==> src/rtl/mouse_pkg.sv <==
// Shared types and constants for the PS/2 mouse position tracker:
// packet/receiver state encodings, byte0 field positions and frame length.
package mouse_pkg;

    typedef enum logic [1:0] {
        WAIT_B0,
        WAIT_B1,
        WAIT_B2,
        UPDATE
    } pkt_state_t;

    typedef enum logic {
        RX_IDLE,
        RX_SHIFT
    } rx_state_t;

    localparam int B0_LEFT  = 0;
    localparam int B0_RIGHT = 1;
    localparam int B0_SYNC  = 3;
    localparam int B0_XSIGN = 4;
    localparam int B0_YSIGN = 5;
    localparam int B0_XOVF  = 6;
    localparam int B0_YOVF  = 7;

    localparam int FRAME_LEN = 11;

    // Data bits plus parity bit must hold an odd number of ones.
    function automatic logic odd_parity_ok(input logic [8:0] bits);
        return ^bits;
    endfunction

endpackage

==> src/rtl/ps2_rx.sv <==
// PS/2 device-to-host bit receiver: synchronizes the bus, samples on ps2_clk
// falling edges, checks start/parity/stop and drops stalled partial frames.
module ps2_rx
    import mouse_pkg::*;
#(
    parameter int TIMEOUT_CYCLES = 65000
) (
    input  logic       clk,
    input  logic       rst,
    input  logic       ps2_clk,
    input  logic       ps2_data,
    output logic [7:0] rx_byte,
    output logic       byte_valid,
    output logic       frame_err
);

    localparam int TW = $clog2(TIMEOUT_CYCLES + 1);

    logic [1:0]    clk_sync;
    logic [1:0]    dat_sync;
    logic          clk_prev;
    logic          fall;
    logic          bit_in;

    rx_state_t     state, state_nxt;
    logic [3:0]    bit_cnt;
    logic [9:0]    frame;
    logic [TW-1:0] idle_cnt;
    logic          last_bit;
    logic          timeout;
    logic          frame_ok;

    always_ff @(posedge clk or posedge rst) begin
        if (rst) begin
            clk_sync <= '0;
            dat_sync <= '0;
            clk_prev <= 1'b0;
        end else begin
            clk_sync <= {clk_sync[0], ps2_clk};
            dat_sync <= {dat_sync[0], ps2_data};
            clk_prev <= clk_sync[1];
        end
    end

    assign fall     = clk_prev & ~clk_sync[1];
    assign bit_in   = dat_sync[1];
    assign last_bit = (state == RX_SHIFT) && fall && (bit_cnt == 4'(FRAME_LEN - 1));
    assign timeout  = (state == RX_SHIFT) && !fall && (idle_cnt == TW'(TIMEOUT_CYCLES - 1));
    // frame[0] is the start bit, frame[8:1] data, frame[9] parity; bit_in is the stop bit.
    assign frame_ok = ~frame[0] & bit_in & odd_parity_ok(frame[9:1]);

    always_ff @(posedge clk or posedge rst) begin
        if (rst) state <= RX_IDLE;
        else     state <= state_nxt;
    end

    always_comb begin
        state_nxt = state;
        case (state)
            RX_IDLE:  if (fall) state_nxt = RX_SHIFT;
            RX_SHIFT: if (last_bit || timeout) state_nxt = RX_IDLE;
            default:  state_nxt = RX_IDLE;
        endcase
    end

    always_ff @(posedge clk or posedge rst) begin
        if (rst) begin
            bit_cnt    <= '0;
            idle_cnt   <= '0;
            byte_valid <= 1'b0;
            frame_err  <= 1'b0;
        end else begin
            byte_valid <= 1'b0;
            frame_err  <= 1'b0;
            if (state == RX_IDLE) begin
                idle_cnt <= '0;
                bit_cnt  <= fall ? 4'd1 : 4'd0;
            end else if (fall) begin
                idle_cnt <= '0;
                if (last_bit) begin
                    bit_cnt    <= '0;
                    byte_valid <= frame_ok;
                    frame_err  <= ~frame_ok;
                end else begin
                    bit_cnt <= bit_cnt + 4'd1;
                end
            end else if (timeout) begin
                bit_cnt   <= '0;
                idle_cnt  <= '0;
                frame_err <= 1'b1;
            end else begin
                idle_cnt <= idle_cnt + TW'(1);
            end
        end
    end

    // Frame bits are pure data; they are only consumed once a full frame has arrived.
    always_ff @(posedge clk) begin
        if (fall && !last_bit) frame[bit_cnt] <= bit_in;
        if (last_bit)          rx_byte        <= frame[8:1];
    end

endmodule

==> src/rtl/mouse_pos_tracker.sv <==
// Assembles 3-byte PS/2 mouse packets into a clamped cursor position and
// button state, pulsing evt for one cycle whenever a packet is applied.
module mouse_pos_tracker
    import mouse_pkg::*;
#(
    parameter int X_MAX          = 1023,
    parameter int Y_MAX          = 767,
    parameter int TIMEOUT_CYCLES = 65000
) (
    input  logic        clk,
    input  logic        rst,
    input  logic        ps2_clk,
    input  logic        ps2_data,
    output logic [11:0] xpos,
    output logic [11:0] ypos,
    output logic        left,
    output logic        right,
    output logic        evt
);

    logic [7:0] rx_byte;
    logic       byte_valid;
    logic       frame_err;

    ps2_rx #(
        .TIMEOUT_CYCLES(TIMEOUT_CYCLES)
    ) u_rx (
        .clk       (clk),
        .rst       (rst),
        .ps2_clk   (ps2_clk),
        .ps2_data  (ps2_data),
        .rx_byte   (rx_byte),
        .byte_valid(byte_valid),
        .frame_err (frame_err)
    );

    pkt_state_t state, state_nxt;

    logic       btn_l, btn_r, x_sign, y_sign, x_ovf, y_ovf;
    logic [7:0] bx, by;

    logic signed [13:0] dx, dy, x_sum, y_sum;

    function automatic logic [11:0] clamp(input logic signed [13:0] v, input int hi);
        if (v < 14'sd0)     return 12'd0;
        if (int'(v) > hi)   return 12'(hi);
        return v[11:0];
    endfunction

    always_ff @(posedge clk or posedge rst) begin
        if (rst) state <= WAIT_B0;
        else     state <= state_nxt;
    end

    always_comb begin
        state_nxt = state;
        case (state)
            WAIT_B0: if (byte_valid && rx_byte[B0_SYNC]) state_nxt = WAIT_B1;
            WAIT_B1: if (byte_valid) state_nxt = WAIT_B2;
            WAIT_B2: if (byte_valid) state_nxt = UPDATE;
            UPDATE:  state_nxt = WAIT_B0;
            default: state_nxt = WAIT_B0;
        endcase
        if (frame_err) state_nxt = WAIT_B0;
    end

    // Stage 0: capture packet fields as bytes arrive.
    always_ff @(posedge clk) begin
        if (byte_valid) begin
            case (state)
                WAIT_B0: begin
                    btn_l  <= rx_byte[B0_LEFT];
                    btn_r  <= rx_byte[B0_RIGHT];
                    x_sign <= rx_byte[B0_XSIGN];
                    y_sign <= rx_byte[B0_YSIGN];
                    x_ovf  <= rx_byte[B0_XOVF];
                    y_ovf  <= rx_byte[B0_YOVF];
                end
                WAIT_B1: bx <= rx_byte;
                WAIT_B2: by <= rx_byte;
                default: ;
            endcase
        end
    end

    // 14-bit signed sums cannot wrap: |delta| <= 256 and positions stay below 4096.
    assign dx    = x_ovf ? 14'sd0 : $signed({{6{x_sign}}, bx});
    assign dy    = y_ovf ? 14'sd0 : $signed({{6{y_sign}}, by});
    assign x_sum = $signed({2'b00, xpos}) + dx;
    assign y_sum = $signed({2'b00, ypos}) - dy;

    // Stage 1: apply the packet to the registered outputs.
    always_ff @(posedge clk or posedge rst) begin
        if (rst) begin
            xpos  <= '0;
            ypos  <= '0;
            left  <= 1'b0;
            right <= 1'b0;
            evt   <= 1'b0;
        end else begin
            evt <= 1'b0;
            if (state == UPDATE) begin
                xpos  <= clamp(x_sum, X_MAX);
                ypos  <= clamp(y_sum, Y_MAX);
                left  <= btn_l;
                right <= btn_r;
                evt   <= 1'b1;
            end
        end
    end

endmodule

==> config.mk <==
export PLATFORM = sky130hd
export DESIGN_NAME = mouse_pos_tracker
export DESIGN_NICKNAME = d
export VERILOG_FILES = /design/src/rtl/mouse_pkg.sv /design/src/rtl/ps2_rx.sv /design/src/rtl/mouse_pos_tracker.sv
export SDC_FILE = /design/constraint.sdc
export NUM_CORES = 1
export LEC_CHECK = 0
export BUFFER_PORTS_ARGS = -buffer_cell sky130_fd_sc_hd__buf_2
export CORE_ASPECT_RATIO = 1.2
export CORE_MARGIN = 5
export CORE_UTILIZATION = 60
export CTS_BUF_LIST = sky130_fd_sc_hd__clkbuf_8
export DETAILED_ROUTE_END_ITERATION = 6
export PLACE_DENSITY = 0.79
export SLEW_MARGIN = 20
export SYNTH_ARGS = -nofsm -noshare
export SYNTH_HDL_FRONTEND = slang
export SYNTH_SLANG_ARGS = --single-unit
==> constraint.sdc <==
create_clock -name clk -period 5.8 [get_ports clk]
set_clock_uncertainty 0.15 [all_clocks]
set_input_delay 0.29 -clock clk [delete_from_list [all_inputs] [get_ports clk]]
set_output_delay 0.29 -clock clk [all_outputs]
set_load 0.02 [all_outputs]
==> qor.yml, run 1 <==
outcome: "complete, no violations"
grt_usage_pct: 19.03
vias: 3528
final_cell_mix: "dfrtp_1, nor2_1, edfxtp_1, ha_1, buf_2"
grt_setup_unrepaired: "false"
tightest_slew_ns: 1.031
netlist_area_um2: 5248
clock_path_buffers: 2
root_buffer: "clkbuf_8"
ctsHoldBuffers: 3
mostFrequentLayoutCell: "dfrtp_1"
vias_per_cell: 5.609
synth_seq_cells: 97
ys_types: 69
postCtsResizedCells: 0
ys_warn_count: 0
drc: 0
max_freq_mhz: 274.2
drtAntennaViolNets: 0
critPathBufInv: 0
placed_area_um2: 5497
finalPower_uw: 2261
fp.dieW_um: 95.37
crit_slowest_cell: "a32oi_1"
cts_tree: "done"
synthCells: 474
worstPathArrival_ns: 3.79
ir_drop_mv: 0.1660
path_max_fanout: 11
grt_pass1_wl_um: 16150
gp_congestion: 0.8734
final_cell_area_um2: 5709
synth_edf_count: 40
cp_cell_sequence: "nor2b_1 > ha_1 > a211oi_1 > o21ai_0 > a2111oi_0 > nor4_1 > a32oi_1 > o21ai_0 > a22oi_2"
ctsHtreeMaxLevel: 3
wl_per_cell_um: 14.73
cts_setup_buffers: 0
clk_pin_slew_worst_paths_ns: 0.10
maxSlewViolCount: 0
clock_latency_ns: 0.36
leakage_uw: 0.002376
overflow: 0
crit_required_ns: 5.94
syn_nets: 514
cts_inserted_buffers: 9
nets: 547
relSlewSlack_pct: 31.29
core-area_um2: 8564
max-cap-violations: 0
critPathMaxStageDelay_ns: 0.86
crit_top_cell: "o21ai_0"
die-height_um: 112.4
first_iter_violations: 157
fin_crit_sh_pct: 62.88
final_layout_size_suffix_gt1_share_pct: 13.87
first_pass_iters: 4
cp-start-kind: "flip-flop"
synth_seq_area_share_pct: 50.07
hold_violations: 0
totalWireLength_um: 9263
setup_ws_ns: 2.153
synth_ff_type: "dfrtp_1"
rows: 37
grt_pass1_vias: 3511
die_area_um2: 10720
hpwl_um: 6857
port_buffers: 30
post_synth.cell_area_avg_um2: 11.07
n_antenna_cell: 0
syn_to_final_growth_pct: 8.798
antenna_found_initial: 0
ios: 31
dp_slack_ns: 2.210
nFillCells: 669
initial_utilization_pct: 61.27
grt_max_degree: 58
cp_top_family: "compound AO/OA/AOI/OAI gates"
setup_tns_ns: 0
hold_path_class: "reg2reg"
p_per_area_nw_per_um2: 396.0
setup_viol: 0
critPathKind: "reg2reg"
min_period_ns: 3.647
cts_sinks: 97
endpoint_kind: "flip-flop"
async_flop_share_pct: 58.76
-- report_power, final --
part	switching (µW)	internal, µW	total, µW
Clock	236	172	408
Combinational	548	407	955
Sequential	94.7	803	898
Total	879	1380	2260
-- cell type report --
class                           instances  area (µm²)  share of cell area [%]
Sequential cell                        97        2628                   46.02
Multi-Input combinational cell        346        2494                   43.68
Timing Repair Buffer                   34       187.7                   3.287
Tap cell                              117       146.4                   2.564
Clock buffer                           10       137.6                   2.411
Inverter                               19       71.32                   1.249
Clock inverter                          6       45.04                  0.7890
-- worst paths after layout --
| check | end | startpoint | slack [ns] | depth (start not counted) |
|---|---|---|---|---|
| max | xpos[8] | x_ovf | 2.15 | 9 |
| min | u_rx.clk_sync[1] | u_rx.clk_sync[0] | 0.20 | 0 |
| max reg2reg | xpos[8] | x_ovf | 2.15 | 9 |
| min reg2reg | u_rx.clk_sync[1] | u_rx.clk_sync[0] | 0.20 | 0 |
| max in group asynchronous | right | rst | 4.50 | 4 |
| min in group asynchronous | u_rx.idle_cnt[0] | rst | 0.52 | 4 |
-- cells by family after synthesis --
kind of cell | Yosys count | synth area share, %
flip-flops | 97 | 50.07
XOR/XNOR | 39 | 6.509
AND/OR/NAND/NOR | 183 | 18.34
AO/OA/AOI/OAI | 83 | 12.78
adder cells (fa/ha/maj) | 36 | 8.870
multiplexers | 5 | 1.025
buffers and inverters | 31 | 2.408
-- cells in the mapped netlist, types with 3 or more instances --
| cell type | count | area share, % |
|---|---|---|
| dfrtp_1 | 57 | 27 |
| nor2_1 | 54 | 3.9 |
| edfxtp_1 | 40 | 23 |
| ha_1 | 34 | 8.1 |
| nand2_1 | 29 | 2.1 |
| xnor2_1 | 26 | 4.3 |
| inv_1 | 19 | 1.4 |
| nor2b_1 | 16 | 1.9 |
| nand3_1 | 14 | 1.3 |
| and2_1 | 13 | 1.5 |
| xor2_1 | 13 | 2.2 |
| o21ai_0 | 12 | 1.1 |
| a21oi_1 | 11 | 1.0 |
| nand2b_1 | 11 | 1.3 |
| nor3_1 | 10 | 0.95 |
| o2bb2ai_1 | 8 | 1.3 |
| a21o_1 | 6 | 0.86 |
| and3_1 | 6 | 0.72 |
| clkbuf_1 | 5 | 0.36 |
| o221a_2 | 5 | 1.1 |
| a211oi_1 | 4 | 0.57 |
| a31oi_1 | 4 | 0.48 |
| nand4_1 | 4 | 0.48 |
| nor4_1 | 4 | 0.48 |
| o221a_1 | 4 | 0.86 |
| and2b_1 | 3 | 0.43 |
| buf_2 | 3 | 0.29 |
| nand3b_1 | 3 | 0.43 |
| nor3b_1 | 3 | 0.43 |
| o21a_1 | 3 | 0.43 |
| o31ai_1 | 3 | 0.43 |
-- layer usage --
layer	track usage [%]	up-vias	routed length (µm)	share of wire (%)
met5	0	-	0	0
met4	5.977	0	155	1.7
met3	3.753	15	233	2.5
met2	33.63	46	4890	53
met1	23.10	1699	3983	43
li1	-	1768	-	-
-- stage by stage --
stage,std cells,utilization (%),hold slack [ns]
final,629,66.66,0.2048
after global routing,629,66.66,0.2221
after CTS,629,66.66,0.2081
after detailed placement,610,64.18,0.1856
after global placement,610,64.18,0.1831
after floorplan,474,-,0.1714
-- sequential cells by signal (all words and copies together) (netlist names), 2 cells and up --
signal and count:
u_rx.idle_cnt 16, ypos 12, state 2, u_rx.rx_byte 8, bx 8, u_rx.dat_sync 2, xpos 12, by 8
u_rx.clk_sync 2, u_rx.bit_cnt 4, u_rx.frame 10
Power figures use the tool's default switching activity.
==> inputs of run 2 (changes only) <==
- clock period: 5.8 -> 3.5 ns (I/O delays scaled with it)
==> run 2 against run 1 <==
Effect of this change:
- setup slack got worse by 1.9 ns
- sequential share of layout area down 0.68 points
- cell count increased by 0.48%
- clock power up 110%
- non-clock buffer count rose by 3
- global-route usage is 0.77 points higher
- final area increased by 1.5%
- sequential cell count is the same
- register-to-register slack lost 1.9 ns
- hold slack is essentially flat
- clock-buffer cell count is 1 lower
- critical endpoint is now ypos[2]
==> qor.yml, run 2 (synthesis gave the netlist of run 1 again) <==
outcome: "complete, no violations"
cp_cell_sequence: "nor2b_2 > inv_1 > ha_1 > a21o_1 > a2111oi_4 > a21oi_2 > o311ai_2 > nand4_4 > o221a_2"
hold_violations: 0
totalWireLength_um: 9728
min_period_ns: 3.200
mostFrequentLayoutCell: "dfrtp_1"
fin_hold_ws_ns: 0.2044
ir_drop_mv: 0.3537
antenna_found_initial: 0
clock_latency_ns: 0.37
cts_inserted_buffers: 9
drtAntennaViolNets: 0
crit_required_ns: 3.59
maxSlewViolCount: 0
cp-start-kind: "flip-flop"
grt_usage_pct: 19.80
cts_tree: "done"
die_area_um2: 10720
ctsHtreeMaxLevel: 3
drc: 0
relSlewSlack_pct: 44.55
gp_congestion: 0.8572
n_antenna_cell: 0
grt_setup_unrepaired: "false"
worstPathArrival_ns: 3.29
clk_pin_slew_worst_paths_ns: 0.09
vias_per_cell: 5.653
hold_path_class: "reg2reg"
crit_slowest_cell: "edfxtp_1"
grt_max_degree: 41
final_layout_size_suffix_gt1_share_pct: 14.37
path_max_fanout: 9
grt_pass1_vias: 3586
critPathKind: "reg2reg"
clock_path_buffers: 2
largest_register: "u_rx.idle_cnt"
cts_setup_buffers: 0
core-area_um2: 8564
initial_utilization_pct: 61.27
die-height_um: 112.4
first_pass_iters: 4
cts_sinks: 97
grt_pass1_wl_um: 16730
endpoint_kind: "flip-flop"
port_buffers: 30
ios: 31
fp.dieW_um: 95.37
setup_viol: 0
largest_reg_flops: 16
critPathMaxStageDelay_ns: 0.49
overflow: 0
reg.largest.list: "u_rx.idle_cnt: 16 flops, xpos: 12 flops, ypos: 12 flops"
final_cell_mix: "dfrtp_1, nor2_1, edfxtp_1, ha_1, buf_2"
leakage_uw: 0.002420
first_iter_violations: 177
vias: 3573
fin_crit_sh_pct: 91.42
nets: 550
p_per_area_nw_per_um2: 685.6
hpwl_um: 7277
syn_to_final_growth_pct: 10.42
root_buffer: "clkbuf_8"
max_freq_mhz: 312.5
tightest_slew_ns: 0.8306
rows: 37
setup_tns_ns: 0
max-cap-violations: 0
wl_per_cell_um: 15.39
run 2: cell types whose count changed in the layout (fill, tap and decap cells not counted), sizes merged:
cell / change
buf: +3
bufinv: +3
clkbuf: -1
inv: -2
run 2: critical path: cells and delay by family, from the launching register on:
family,cells,cell delay (ns)
AO/OA/AOI/OAI,5,1.42
flip-flops,1,0.49
AND/OR/NAND/NOR,2,0.47
adder cells (fa/ha/maj),1,0.37
buffers and inverters,1,0.17
run 2: layout make-up:
type,instances,area (µm²)
clock buffer,9,123.9
clock inverter,7,118.9
fill,655,2770
inverter,19,71.32
multi-input combinational,346,2496
sequential,97,2628
tap,117,146.4
timing repair buffer,37,210.2
run 2: worst paths after layout:
path                                  start          endpoint  slack [ns]  cells past startpoint
hold / removal             u_rx.clk_sync[0]  u_rx.clk_sync[1]        0.20                      0
setup reg to reg                      y_ovf           ypos[2]        0.30                      9
hold reg to reg            u_rx.clk_sync[0]  u_rx.clk_sync[1]        0.20                      0
max in group asynchronous               rst              left        2.04                      4
min in group asynchronous               rst  u_rx.idle_cnt[7]        0.37                      3
setup / recovery                      y_ovf           ypos[2]        0.30                      9
run 2: stage by stage:
stage                     power [µW]  instances  area [µm²]  utilization (%)  setup slack, ns
after floorplan                 2736        474        5248                -           0.5489
after global placement          3072        613        5519            64.44           0.3437
after detailed placement        3129        613        5519            64.44           0.2427
after CTS                       3992        632        5792            67.63           0.1995
after global routing            4235        632        5794            67.66          0.07827
final                           3973        632        5794            67.66           0.3002
run 2: what timing repair did:
item	4_1_cts	5_1_grt
hold buffers	3	0
setup endpoints to repair	0	9
hold endpoints to repair	41	0
resized for setup	0	1
run 2: power breakdown:
| group | internal, µW | leakage (µW) | switching (µW) |
|---|---|---|---|
| sequential | 1330 | 0.00109 | 169 |
| combinational | 680 | 0.00121 | 938 |
| clock | 475 | 0.000121 | 379 |
run 2: per-layer routing:
metal / GRT usage [%] / wire length (µm) / vias to the layer above / share of wire [%]
met5: 0 / 0 / - / 0
met4: 8.444 / 270 / 0 / 2.8
met3: 3.686 / 323 / 26 / 3.3
met2: 33.91 / 5075 / 54 / 52
met1: 24.15 / 4058 / 1724 / 42
li1: - / - / 1769 / -
